File: config.mk
export PLATFORM = sky130hd
export DESIGN_NAME = hour_counter_set
export DESIGN_NICKNAME = d
export VERILOG_FILES = /design/src/rtl/hour_counter_set.sv
export SDC_FILE = /design/constraint.sdc
export NUM_CORES = 1
export LEC_CHECK = 0
export CORE_MARGIN = 3
export CORE_UTILIZATION = 46
export DETAILED_ROUTE_END_ITERATION = 8
export PLACE_DENSITY = 0.78
export SKIP_LAST_GASP = 1
export SYNTH_ARGS = -nofsm -noshare
export SYNTH_HDL_FRONTEND = slang
export SYNTH_SLANG_ARGS = --single-unit
File: constraint.sdc
create_clock -name clk -period 3.3 [get_ports clk]
set_input_delay 0.33 -clock clk [delete_from_list [all_inputs] [get_ports clk]]
set_output_delay 0.33 -clock clk [all_outputs]
set_load 0.1 [all_outputs]
File: src/rtl/hour_counter_set.sv
// hour_counter_set: 0..23 hour counter with set mode, checked load and derived display outputs
module hour_counter_set #(
    parameter int MAX_HR = 23,
    parameter int HR_W   = 6
) (
    input  logic            clk,
    input  logic            rst_n,
    input  logic            min_roll,
    input  logic            set_req,
    input  logic            inc,
    input  logic            dec,
    input  logic            load,
    input  logic [0:HR_W-1] load_val,
    output logic [0:HR_W-1] hr,
    output logic [1:0]      hr_tens,
    output logic [3:0]      hr_units,
    output logic [3:0]      hr12,
    output logic            pm,
    output logic            set_mode,
    output logic            day_tick,
    output logic            load_err
);
    typedef enum logic {RUN, SET} state_t;

    localparam logic [HR_W-1:0] TOP = HR_W'(MAX_HR);

    state_t          state_q, state_d;
    logic [HR_W-1:0] hr_q, hr_d;
    logic [1:0]      tens_q, tens_d;
    logic [3:0]      units_q, units_d, hr12_q, hr12_d;
    logic            pm_q, tick_q, tick_d, err_q, err_d;
    logic            set_p_q, inc_p_q, dec_p_q;
    logic            set_e, inc_e, dec_e;

    assign set_e = set_req & ~set_p_q;
    assign inc_e = inc & ~inc_p_q;
    assign dec_e = dec & ~dec_p_q;

    // next hour/state: load beats set_req, which beats inc/dec; min_roll still lands on a RUN->SET edge
    always_comb begin
        hr_d    = hr_q;
        state_d = state_q;
        tick_d  = 1'b0;
        err_d   = 1'b0;
        if (load) begin
            if (load_val <= TOP) hr_d = load_val;
            else                 err_d = 1'b1;
        end else if (state_q == RUN) begin
            if (min_roll) begin
                hr_d   = (hr_q == TOP) ? '0 : hr_q + 1'b1;
                tick_d = (hr_q == TOP);
            end
            if (set_e) state_d = SET;
        end else if (set_e) begin
            state_d = RUN;
        end else if (inc_e && !dec_e) begin
            hr_d = (hr_q == TOP) ? '0 : hr_q + 1'b1;
        end else if (dec_e && !inc_e) begin
            hr_d = (hr_q == '0) ? TOP : hr_q - 1'b1;
        end
    end

    // display forms derived from the next hour so they move on the same edge as hr
    always_comb begin
        tens_d  = (hr_d >= HR_W'(20)) ? 2'd2 : (hr_d >= HR_W'(10)) ? 2'd1 : 2'd0;
        units_d = 4'((hr_d >= HR_W'(20)) ? hr_d - HR_W'(20) : (hr_d >= HR_W'(10)) ? hr_d - HR_W'(10) : hr_d);
        hr12_d  = 4'((hr_d == '0) ? HR_W'(12) : (hr_d > HR_W'(12)) ? hr_d - HR_W'(12) : hr_d);
    end

    // all state, including button history, with synchronous active-low reset
    always_ff @(posedge clk) begin
        if (!rst_n) begin
            state_q <= RUN;
            hr_q    <= '0;
            tens_q  <= '0;
            units_q <= '0;
            hr12_q  <= 4'd12;
            pm_q    <= 1'b0;
            tick_q  <= 1'b0;
            err_q   <= 1'b0;
            set_p_q <= 1'b0;
            inc_p_q <= 1'b0;
            dec_p_q <= 1'b0;
        end else begin
            state_q <= state_d;
            hr_q    <= hr_d;
            tens_q  <= tens_d;
            units_q <= units_d;
            hr12_q  <= hr12_d;
            pm_q    <= (hr_d >= HR_W'(12));
            tick_q  <= tick_d;
            err_q   <= err_d;
            set_p_q <= set_req;
            inc_p_q <= inc;
            dec_p_q <= dec;
        end
    end

    assign hr       = hr_q;
    assign hr_tens  = tens_q;
    assign hr_units = units_q;
    assign hr12     = hr12_q;
    assign pm       = pm_q;
    assign set_mode = (state_q == SET);
    assign day_tick = tick_q;
    assign load_err = err_q;
endmodule

==> results.cfg <==
[synth]
synth.distinct_cells = 56
yosysTopAreaCellShare_pct = 26.9
post_synth_fa_ha_maj_area_fraction_pct = 7.63
synth_largest_area_cell = dfxtp_1
mappedNetlistNets = 227
synth_top_family_by_area = simple AND/OR/NAND/NOR gates
synth_edf_count = 0
ys_dominant_reg_cell = dfxtp_1
netlist_area_mm2 = 0.00164
synth_cells = 204
synth_compound_area_share_pct = 23.6
synth.top_cells.by_area = dfxtp_1, ha_1, nor2_1, nor3_1, nand2_1
syn_avg_cell_area_um2 = 8.03
yosysSeqAreaShare_pct = 26.9
synthMuxAreaShare_pct = 4.43
yosysWarningCount = 0
proportion_of_synthesized_flip_flops_having_asynchronous_set_or_reset_pct = 0
post_synth_xor_area_fraction_pct = 1.60
simple_gate_fraction_of_synth_area_pct = 28.9
synth-seq-cells = 22

[routing]
vias_per_cell = 5.88
num_vias = 1663
antenna_left = 0
drc = 0
route.detailed.wl_per_inst_um = 15.5
drtIter0Drc = 174
router_iterations_before_antenna_repair = 5
wl_mm = 4.39

[sta]
slew_headroom_pct = 34.8
finClkSkew_ps = 6.23
finalWorstSetupSlack_ps = 224
number_of_hold_violations_in_the_final_report = 0
setup-tns-final_ps = 0
grt_setup_unrepaired = no
maxSlewViolCount = 0
maxClockFrequency_mhz = 325
min_period_over_period_pct = 93.2
final_critical_delay_including_setup_and_external_delays_ps = 3080
setup_viol = 0
tightestPinTransition_ps = 975

[worst_hold_path]
number_of_cells_on_the_worst_hold_path = 1
worst_hold_path_type = flop to flop

[worst_setup_path]
worst_r2r_endpoint = hr_units[1]
worstSetupPathType = flop to flop
critical_path.endpoint = hr_units[1]
critPathTopFamily = simple AND/OR/NAND/NOR gates
worst-endpoint-arrival_ps = 3280
reg2reg_from = hr[5]
crit_cells = 11
worst-endpoint-required_ps = 3500
crit_path_top_delay_cell = or4b_4
worst_path_largest_cell_delay_ps = 570
worstSetupEndpointType = flop
crit_start = hr[5]
critPathMaxFanout = 7
cp_num_buf_inv = 0
reg2regPathDepth = 11
regToRegSetupSlack_ps = 220
start_kind = flop
cp_cell_sequence = ha_1 > nand2_1 > or4b_4 > nand2_1 > o311ai_1 > and3_2 > ha_1 > a21o_1 > a211oi_4 > nor2_1 > mux2_1

[pwr]
power_density_mw_per_mm2 = 507
ir_drop_v = 0.000368
power_leakage_nw = 0.872

[final_layout]
fill_cells = 319
final_core_util_pct = 62.2
antenna_cells = 0
multi_input_logic_area_mm2 = 0.00111
syn_to_final_growth_pct = 28.5
post_route_cells_drive_above_1_share_pct = 15.6
final_net_count = 261
layout.area.seq_um2 = 452

[floorplanning]
fp.dieArea_mm2 = 0.00432
die_width_um = 65.7
core-area_mm2 = 0.00339
row_count = 21
boundaryPins = 33
die_h_um = 65.7
initial_core_utilization_pct = 48.4

[clock_network]
cts_sinks = 22
cts-buffers-inserted = 3
worst_skew_pair.late_latency_ps = 310
path_clk_slew_ps = 130
cts_max_path_buffers = 2
clock_tree.root_cell = clkbuf_4
cts_htree_levels = 1
tritoncts = yes
cts_hold_buf = 0

[grt]
first_pass_grt_wire_length_mm = 7.28
grtUsageTotal_pct = 21.1
grt_pass1_vias = 1592
grt_start_max_net_pins = 16
antenna_found_initial = 0
gr-total-overflow = 0

[placement]
place_hpwl_mm = 3.36
globalplace.congestion = 0.927
buffer_ports.inserted = 32
detailedPlace.worstSlack_ps = 82.0

[outcome]
outcome = finished clean

[job]
drv_cap = 0
stage by stage:
stage	hold WS, ps	area, um2	total power, mW	std cells
6_report	579	2110	1.07	283
5_1_grt	597	2110	1.12	283
4_1_cts	578	2100	1.07	283
3_5_place_dp	562	2050	0.862	279
3_3_place_gp	545	2050	0.858	279
2_1_floorplan	392	1670	0.733	204
logic make-up after synthesis:
kind of cell,count (synthesis)
xor+xnor,3
flops,22
simple gates,88
fa+ha+maj,10
mux,7
compound gates,50
buf+inv,24
layer usage:
metal	global-route usage, %	routed length [um]	up-vias
met5	0	0	-
met3	2.74	241	14
met2	36.9	2170	73
li1	-	-	799
met1	26.7	1900	777
met4	6.74	89	0
layout make-up:
cell class / instances / area share [%]
inverter: 10 / 1.78
clock inverter: 1 / 1.43
tap: 46 / 2.73
clock buffer: 3 / 1.07
multi-input combinational: 158 / 52.7
timing repair buffer: 43 / 18.9
sequential: 22 / 21.4
registers in the layout (all words and copies together), names as in the netlist:
name      flops
hr12          4
dec_p_q       1
inc_p_q       1
pm            1
hr_tens       2
set_mode      1
load_err      1
hr            6
day_tick      1
set_p_q       1
hr_units      3
synthesized netlist by cell type (all sizes together), types with 6 or more instances:
cell type / instances
inv: 10
o21ai: 9
nor3: 13
nand2: 16
ha: 10
dfxtp: 22
a21oi: 6
buf: 8
nor2: 24
clkbuf: 6
a211oi: 6
power by group:
| part | internal [mW] | switching (mW) | leakage [nW] | total, mW |
|---|---|---|---|---|
| registers | 0.296 | 0.0241 | 0.184 | 0.320 |
| logic | 0.171 | 0.373 | 0.660 | 0.544 |
| clock network | 0.123 | 0.0814 | 0.0279 | 0.204 |
| total | 0.590 | 0.479 | 0.872 | 1.07 |
layout by cell type (no fill, tap or decap), types with 2 or more instances in the layout:
cell type,netlist,final
ha_1,10,10
clkdlybuf4s50_1,0,30
a21oi_1,6,6
nand4_1,2,2
a31oi_1,4,4
buf_4,4,13
clkbuf_4,0,3
nand2_1,16,16
a211oi_2,2,2
xor2_1,2,2
nand2b_1,5,5
dfxtp_4,0,2
a32oi_1,2,2
nor4_1,3,3
and2_1,5,5
dfxtp_1,22,17
and3_1,4,3
inv_1,10,10
nor2_1,23,23
or4b_4,2,2
dfxtp_2,0,3
nand3_1,5,5
o21ai_0,9,9
and2b_1,3,3
nor3_1,13,13
a221oi_1,2,2
mux2i_1,5,5
a21o_1,4,4
a211oi_1,3,3
how the worst min path moves through the flow:
stage	start	endpoint	slack (ps)
after global placement	set_mode	day_tick	550
after floorplan	rst_n	hr12[2]	390
after CTS	set_mode	day_tick	580
after detailed placement	set_mode	day_tick	560
final	set_mode	day_tick	580
after global routing	set_mode	day_tick	600
what timing repair did:
item / in CTS / in global routing
setup endpoints to repair: 0 / 3
gates resized for setup: 0 / 2
buffers inserted: 0 / 0
Note: power is estimated with default switching activity, not from simulation.
